**src/rtl/csc_pkg.sv**
```systemverilog
// Shared types and coefficient tables for the RGB->YCbCr converter.
// Coefficients are scaled by 2^COEF_FRAC; rows are Y/Cb/Cr, columns R/G/B.
package csc_pkg;

    localparam int COEF_FRAC = 8;
    localparam int LAT       = 3;

    typedef logic signed [8:0] coef_t;

    typedef struct packed {
        coef_t r;
        coef_t g;
        coef_t b;
    } coef_row_t;

    typedef enum logic {
        MODE_601 = 1'b0,
        MODE_709 = 1'b1
    } csc_mode_e;

    localparam logic [1:0] ROW_Y  = 2'd0;
    localparam logic [1:0] ROW_CB = 2'd1;
    localparam logic [1:0] ROW_CR = 2'd2;

    localparam coef_row_t COEF_601 [0:2] = '{
        '{9'sd77,   9'sd150,  9'sd29},
        '{-9'sd43,  -9'sd85,  9'sd128},
        '{9'sd128,  -9'sd107, -9'sd21}
    };

    localparam coef_row_t COEF_709 [0:2] = '{
        '{9'sd54,   9'sd183,  9'sd19},
        '{-9'sd29,  -9'sd99,  9'sd128},
        '{9'sd128,  -9'sd116, -9'sd12}
    };

    function automatic coef_row_t coef_sel(input csc_mode_e mode, input logic [1:0] row);
        coef_row_t res;
        case (mode)
            MODE_709: res = COEF_709[row];
            default:  res = COEF_601[row];
        endcase
        return res;
    endfunction

endpackage

```
**src/rtl/rgb2ycbcr_csc_if.sv**
```systemverilog
// Video bus of the converter: RGB input side and YCbCr output side.
interface rgb2ycbcr_csc_if #(
    parameter int DW = 8
);
    logic            in_hsync;
    logic            in_vsync;
    logic            in_de;
    logic [3*DW-1:0] in_data;
    logic            out_hsync;
    logic            out_vsync;
    logic            out_de;
    logic [DW-1:0]   out_y;
    logic [DW-1:0]   out_cb;
    logic [DW-1:0]   out_cr;

    modport slave (
        input  in_hsync, in_vsync, in_de, in_data,
        output out_hsync, out_vsync, out_de, out_y, out_cb, out_cr
    );

    modport master (
        output in_hsync, in_vsync, in_de, in_data,
        input  out_hsync, out_vsync, out_de, out_y, out_cb, out_cr
    );
endinterface

```
**src/rtl/csc_row.sv**
```systemverilog
// One output component: 3-tap signed MAC with rounding and optional chroma offset.
// Two register stages; the clamped result is left combinational for the caller to register.
module csc_row
    import csc_pkg::*;
#(
    parameter int DW     = 8,
    parameter int FRAC   = 8,
    parameter bit CHROMA = 1'b0
) (
    input  logic            clk,
    input  logic            rst_n,
    input  coef_row_t       coef_i,
    input  logic [3*DW-1:0] pix_i,
    output logic [DW-1:0]   sat_o
);

    localparam int PW = DW + FRAC + 1;
    localparam int AW = DW + FRAC + 2;

    localparam logic signed [AW-1:0] RND  = AW'(32'd1 << (FRAC - 1));
    localparam logic signed [AW-1:0] OFFS = CHROMA ? AW'(32'd1 << (DW - 1 + FRAC)) : {AW{1'b0}};

    logic signed [PW-1:0] prod_r_d, prod_g_d, prod_b_d;
    logic signed [PW-1:0] prod_r_q, prod_g_q, prod_b_q;
    logic signed [AW-1:0] acc_d, acc_q;

    // Arithmetic shift drops the fraction; the sign bit and the bits above DW decide the clamp.
    function automatic logic [DW-1:0] clamp(input logic signed [AW-1:0] a);
        logic signed [AW-1:0] s;
        logic [DW-1:0]        res;
        s = a >>> FRAC;
        if (s[AW-1]) begin
            res = {DW{1'b0}};
        end else if (|s[AW-2:DW]) begin
            res = {DW{1'b1}};
        end else begin
            res = s[DW-1:0];
        end
        return res;
    endfunction

    // Stage-1 products and stage-2 sum; pixels are unsigned, widened with a zero sign bit.
    always_comb begin
        prod_r_d = PW'(coef_i.r) * PW'($signed({1'b0, pix_i[3*DW-1:2*DW]}));
        prod_g_d = PW'(coef_i.g) * PW'($signed({1'b0, pix_i[2*DW-1:DW]}));
        prod_b_d = PW'(coef_i.b) * PW'($signed({1'b0, pix_i[DW-1:0]}));
        acc_d    = AW'(prod_r_q) + AW'(prod_g_q) + AW'(prod_b_q) + RND + OFFS;
    end

    // Product and accumulator pipeline registers.
    always_ff @(posedge clk or negedge rst_n) begin
        if (!rst_n) begin
            prod_r_q <= {PW{1'b0}};
            prod_g_q <= {PW{1'b0}};
            prod_b_q <= {PW{1'b0}};
            acc_q    <= {AW{1'b0}};
        end else begin
            prod_r_q <= prod_r_d;
            prod_g_q <= prod_g_d;
            prod_b_q <= prod_b_d;
            acc_q    <= acc_d;
        end
    end

    assign sat_o = clamp(acc_q);

endmodule

```
**src/rtl/rgb2ycbcr_csc.sv**
```systemverilog
// RGB->YCbCr converter, BT.601/BT.709 latched at frame start, fixed 3-cycle latency.
// Define CSC_422_EN for 4:2:2 co-sited output (Cb/Cr interleaved on out_cb, out_cr held at 0).
module rgb2ycbcr_csc
    import csc_pkg::*;
#(
    parameter int DW   = 8,
    parameter int FRAC = 8
) (
    input  logic           clk,
    input  logic           rst_n,
    input  logic           mode_i,
    rgb2ycbcr_csc_if.slave vid
);

    logic           active_mode_q, active_mode_d;
    logic           vsync_d_q;
    logic [LAT-1:0] hs_q, vs_q, de_q;
    coef_row_t      coef_y_s, coef_cb_s, coef_cr_s;
    logic [DW-1:0]  y_s, cb_s, cr_s;
    logic [DW-1:0]  y_q, cb_q, cr_q;
    logic [DW-1:0]  cb_d, cr_d;

    // Mode only changes on a rising vsync, so a frame never mixes coefficient sets.
    always_comb begin
        active_mode_d = active_mode_q;
        if (vid.in_vsync && !vsync_d_q) begin
            active_mode_d = mode_i;
        end else begin
            active_mode_d = active_mode_q;
        end
    end

    assign coef_y_s  = coef_sel(csc_mode_e'(active_mode_q), ROW_Y);
    assign coef_cb_s = coef_sel(csc_mode_e'(active_mode_q), ROW_CB);
    assign coef_cr_s = coef_sel(csc_mode_e'(active_mode_q), ROW_CR);

    csc_row #(.DW(DW), .FRAC(FRAC), .CHROMA(1'b0)) u_row_y (
        .clk(clk), .rst_n(rst_n), .coef_i(coef_y_s), .pix_i(vid.in_data), .sat_o(y_s)
    );
    csc_row #(.DW(DW), .FRAC(FRAC), .CHROMA(1'b1)) u_row_cb (
        .clk(clk), .rst_n(rst_n), .coef_i(coef_cb_s), .pix_i(vid.in_data), .sat_o(cb_s)
    );
    csc_row #(.DW(DW), .FRAC(FRAC), .CHROMA(1'b1)) u_row_cr (
        .clk(clk), .rst_n(rst_n), .coef_i(coef_cr_s), .pix_i(vid.in_data), .sat_o(cr_s)
    );

`ifdef CSC_422_EN
    logic          phase_q, phase_d;
    logic [DW-1:0] held_cr_q, held_cr_d;

    // de_q[LAT-2] travels with the pixel entering the output register.
    always_comb begin
        phase_d   = 1'b0;
        held_cr_d = held_cr_q;
        cb_d      = cb_s;
        cr_d      = {DW{1'b0}};
        if (de_q[LAT-2]) begin
            if (!phase_q) begin
                held_cr_d = cr_s;
                phase_d   = 1'b1;
            end else begin
                cb_d    = held_cr_q;
                phase_d = 1'b0;
            end
        end else begin
            phase_d = 1'b0;
        end
    end

    // Chroma phase and held Cr registers.
    always_ff @(posedge clk or negedge rst_n) begin
        if (!rst_n) begin
            phase_q   <= 1'b0;
            held_cr_q <= {DW{1'b0}};
        end else begin
            phase_q   <= phase_d;
            held_cr_q <= held_cr_d;
        end
    end
`else
    // Full 4:4:4 output.
    always_comb begin
        cb_d = cb_s;
        cr_d = cr_s;
    end
`endif

    // Mode latch, sync/de delay line and output registers.
    always_ff @(posedge clk or negedge rst_n) begin
        if (!rst_n) begin
            active_mode_q <= 1'b0;
            vsync_d_q     <= 1'b0;
            hs_q          <= {LAT{1'b0}};
            vs_q          <= {LAT{1'b0}};
            de_q          <= {LAT{1'b0}};
            y_q           <= {DW{1'b0}};
            cb_q          <= {DW{1'b0}};
            cr_q          <= {DW{1'b0}};
        end else begin
            active_mode_q <= active_mode_d;
            vsync_d_q     <= vid.in_vsync;
            hs_q          <= {hs_q[LAT-2:0], vid.in_hsync};
            vs_q          <= {vs_q[LAT-2:0], vid.in_vsync};
            de_q          <= {de_q[LAT-2:0], vid.in_de};
            y_q           <= y_s;
            cb_q          <= cb_d;
            cr_q          <= cr_d;
        end
    end

    assign vid.out_hsync = hs_q[LAT-1];
    assign vid.out_vsync = vs_q[LAT-1];
    assign vid.out_de    = de_q[LAT-1];
    assign vid.out_y     = y_q;
    assign vid.out_cb    = cb_q;
    assign vid.out_cr    = cr_q;

endmodule
```
**src/flat_wrapper.sv**
```systemverilog
// flat-port wrapper written by rule: the top's interface ports become plain ports
module rgb2ycbcr_csc_flat import csc_pkg::*;
#(
    parameter int DW   = 8,
    parameter int FRAC = 8
)
  (clk, rst_n, mode_i, vid_in_hsync, vid_in_vsync, vid_in_de, vid_in_data, vid_out_hsync, vid_out_vsync, vid_out_de, vid_out_y, vid_out_cb, vid_out_cr);
  rgb2ycbcr_csc_if #(.DW(DW)) vid_i ();
  input  logic clk;
  input  logic rst_n;
  input  logic mode_i;
  input wire logic [$bits(vid_i.in_hsync)-1:0] vid_in_hsync;
  input wire logic [$bits(vid_i.in_vsync)-1:0] vid_in_vsync;
  input wire logic [$bits(vid_i.in_de)-1:0] vid_in_de;
  input wire logic [$bits(vid_i.in_data)-1:0] vid_in_data;
  output wire logic [$bits(vid_i.out_hsync)-1:0] vid_out_hsync;
  output wire logic [$bits(vid_i.out_vsync)-1:0] vid_out_vsync;
  output wire logic [$bits(vid_i.out_de)-1:0] vid_out_de;
  output wire logic [$bits(vid_i.out_y)-1:0] vid_out_y;
  output wire logic [$bits(vid_i.out_cb)-1:0] vid_out_cb;
  output wire logic [$bits(vid_i.out_cr)-1:0] vid_out_cr;
  assign vid_i.in_hsync = vid_in_hsync;
  assign vid_i.in_vsync = vid_in_vsync;
  assign vid_i.in_de = vid_in_de;
  assign vid_i.in_data = vid_in_data;
  assign vid_out_hsync = vid_i.out_hsync;
  assign vid_out_vsync = vid_i.out_vsync;
  assign vid_out_de = vid_i.out_de;
  assign vid_out_y = vid_i.out_y;
  assign vid_out_cb = vid_i.out_cb;
  assign vid_out_cr = vid_i.out_cr;
  rgb2ycbcr_csc #(.DW(DW), .FRAC(FRAC)) u_core (.clk(clk), .rst_n(rst_n), .mode_i(mode_i), .vid(vid_i));
endmodule
```
**config.mk**
```make
export PLATFORM = sky130hd
export DESIGN_NAME = rgb2ycbcr_csc_flat
export DESIGN_NICKNAME = d
export VERILOG_FILES = /design/src/rtl/csc_pkg.sv /design/src/rtl/rgb2ycbcr_csc_if.sv /design/src/rtl/csc_row.sv /design/src/rtl/rgb2ycbcr_csc.sv /design/src/flat_wrapper.sv
export SDC_FILE = /design/constraint.sdc
export NUM_CORES = 1
export LEC_CHECK = 0
export CORE_MARGIN = 2
export CORE_UTILIZATION = 60
export CTS_CLUSTER_SIZE = 28
export DETAILED_ROUTE_END_ITERATION = 10
export DONT_BUFFER_PORTS = 1
export PLACE_DENSITY = 0.76
export SYNTH_ARGS = -nofsm -noshare
export SYNTH_HDL_FRONTEND = slang
export SYNTH_SLANG_ARGS = --single-unit
```
**constraint.sdc**
```tcl
create_clock -name clk -period 6.6 [get_ports clk]
set_clock_uncertainty 0.15 [all_clocks]
set_input_delay 0 -clock clk [delete_from_list [all_inputs] [get_ports clk]]
set_output_delay 0 -clock clk [all_outputs]
set_load 0.05 [all_outputs]
```
==> key figures <==
Outcome
  • Status: finished, final reports clean

Logic synthesis
  • Post-synth top area cell: dfrtp_1
  • Yosys reg bits: around 190
  • Mapped Area: 18400 um^2
  • Avg Inst Size Synth: about 10 um^2
  • Yosys Warn Count: 0
  • Unique masters post-synth: 50
  • Seq/Total Area, Yosys: a little over a quarter
  • Top cell type's share of synthesized area: 26.1%
  • Syn Inst Count: 1772
  • Synth area leaders: dfrtp_1 26%, ha_1 24%, fa_1 21%

Clock network
  • CTS sink count: approximately 190
  • Clock Root Buffer: clkbuf_16
  • CTS max path bufs: 2
  • H-tree depth: 4
  • Clk slew on worst S/H paths: 70 ps
  • Post-CTS Hold Buffers: 37
  • Post-CTS sizing: 0
  • Cts bufs inserted: 17
  • Worst-Skew Late Latency: 450 ps
  • Post-CTS Setup Inserts: 0
  • CTS tree: built

Global route
  • Overflow after GRT: 0
  • Largest net degree at the start of global routing: 193
  • All-Layer GR Usage: roughly a quarter
  • Vias in the first global route: ~13000
  • Initial antenna violation count: 3
  • First-pass GRT wire length: 63200 um

STA
  • RSZ-0062 raised after global routing: no
  • Slew Limit Fails: 0
  • Final setup TNS: 0 ps
  • Final Hold Fails: 0
  • Final Cycle Share: between 80% and 90%
  • Slew @ Worst Pin: 985 ps
  • Final min period: 5350 ps
  • Final setup violation count: 0
  • Setup ws final: 1250 ps
  • Worst slew margin: 34.3%
  • Max Freq: 187 MHz

Worst setup path
  • Crit path DAT: 5570 ps
  • R2R setup slack: approximately 1300 ps
  • Crit start category: flop
  • Setup CP Type: flop to flop
  • Crit path required time: 6820 ps
  • Crit end category: flop
  • CP Max Fanout: 52

Placed design
  • GPL Wtd Cong: 0.903
  • Port bufs: 0
  • DP HPWL: 29500 um
  • DP Area: 18800 um^2
  • Worst slack, placed: between 1000 and 1500 ps

Detailed routing
  • DRC violations left: 0
  • DR vias: about 12000
  • First-pass detailed-route iteration total: 5
  • Drt wl/cell: 17.0 um
  • DRT iter0 DRCs: 504
  • DRT Wirelength: around 38000 um
  • Routed vias/inst: 5.35
  • Post-route ant nets: 0

Die
  • Starting density of the core: 60.5%
  • Row cnt: 64
  • Die height: 179 um
  • Core box area: ~30000 um^2
  • Die Area: 32100 um^2
  • DIE WIDTH: 179 um
  • # IOs: 57

Hold path
  • Hold Path Class: input pin to flop

Finish
  • Layout area overhead: 7.71%
  • Final Instance Area: 19800 um^2
  • Post-layout util: 65.2%
  • Share of cells above drive strength 1: 3.19%
  • # fillers: 2343
  • Layout Nets: 2385

Flow run
  • Max_cap viols: 0
worst max-delay path: stages, from the launching register on:
cell      delay, ps
dfrtp_2         950
buf_4           300
nor2_1           90
xnor2_1         250
nor2_1          100
ha_1            180
nand2b_1        160
fa_1            480
ha_1            290
inv_1            50
fa_1            530
inv_1            40
ha_1            320
a21o_1          190
a21oi_1         200
nor2b_1          90
o211ai_1        190
nand2_1         110
a41oi_1         250
nor2b_1         200
xnor2_1         130
worst paths after layout:
kind | endpoint | from | cells after the start
hold reg to reg | u_core.de_q[2] | u_core.de_q[1] | 0
max in group asynchronous | u_core.active_mode_q | rst_n | 2
setup reg to reg | u_core.u_row_cr.prod_b_q[14] | u_core.active_mode_q | 20
hold / removal | u_core.u_row_y.prod_b_q[2] | vid_in_data[1] | 4
setup / recovery | u_core.u_row_cr.prod_b_q[14] | u_core.active_mode_q | 20
min in group asynchronous | u_core.de_q[2] | rst_n | 2
layout make-up:
class,instances,area [um^2],area share [%]
tap,396,495,2.50
timing repair buffer,38,395,1.99
multi-input combinational,1169,12100,60.8
sequential,192,4810,24.2
clock buffer,17,425,2.14
clock inverter,15,198,0.996
inverter,385,1450,7.28
antenna,1,2.50,0.0126
kinds of logic after synthesis:
| logic type | count (synthesis) | synth area share, % |
|---|---|---|
| flops | 192 | 26.1 |
| xor+xnor | 123 | 5.85 |
| simple gates | 288 | 7.12 |
| buf+inv | 424 | 8.64 |
| compound gates | 190 | 6.81 |
| other cells | 2 | 0.0408 |
| mux | 1 | 0.0611 |
| fa+ha+maj | 552 | 45.4 |
synth_stat cells (all sizes together):
library cell / n
a21o: 26
nand3: 17
nor2: 113
o21bai: 16
nor3b: 1
clkbuf: 39
a311oi: 1
o21ba: 1
o21ai: 35
a21oi: 71
or3: 5
and3: 5
a221oi: 3
inv: 385
xor2: 26
fa: 194
or2: 6
a31oi: 4
ha: 358
a21boi: 1
nand3b: 1
o31ai: 1
o31a: 2
and4: 1
a41oi: 4
nor2b: 20
nor3: 19
a221o: 1
dfrtp: 192
o211ai: 7
a31o: 3
mux2: 1
o21a: 9
and2: 10
a211oi: 2
conb: 2
a2111oi: 3
xnor2: 97
nand2: 68
nand2b: 18
nand4: 4
metrics by stage:
step                std cells  hold slack, ps
finish                   2213            23.1
global route             2212            44.1
CTS                      2212            16.3
detailed placement       2143            -439
global placement         2143            -439
floorplan                1785            -446
registers in the layout, summed over array words and instances (netlist names):
name                      count
u_core.u_row_cb.prod_g_q     17
u_core.u_row_cr.prod_b_q     17
u_core.u_row_cr.prod_g_q     17
u_core.u_row_y.prod_g_q      17
u_core.u_row_cb.prod_r_q     16
u_core.u_row_y.prod_b_q      15
u_core.u_row_y.prod_r_q      15
u_core.u_row_cb.acc_q        10
u_core.u_row_cr.acc_q        10
u_core.u_row_y.acc_q         10
u_core.vid.out_cb             8
u_core.vid.out_cr             8
u_core.vid.out_y              8
u_core.u_row_cb.prod_b_q      7
u_core.u_row_cr.prod_r_q      7
u_core.de_q                   3
u_core.hs_q                   3
u_core.vs_q                   3
u_core.active_mode_q          1
per-layer routing:
layer | global-route usage, % | routed length (um) | vias to the layer above
li1 | - | - | 5633
met1 | 31.9 | 15700 | 5871
met2 | 44.6 | 18900 | 249
met3 | 4.66 | 1570 | 79
met4 | 10.4 | 1440 | 4
met5 | 0 | 22 | -
cell usage in the layout, fill, tap and decap left out, drive strengths merged, types with 26 or more instances in the layout:
master / synthesis / routed
xor2: 26 / 26
nand2: 68 / 68
dfrtp: 192 / 192
dlygate4sd3: 0 / 36
a21oi: 71 / 71
a21o: 26 / 26
nor2: 113 / 113
ha: 358 / 358
o21ai: 35 / 35
xnor2: 97 / 97
inv: 385 / 392
fa: 194 / 194
Power is left out: the tool's default activity adds up to more than one toggle a clock period on the data nets, which glitch-free logic cannot reach.
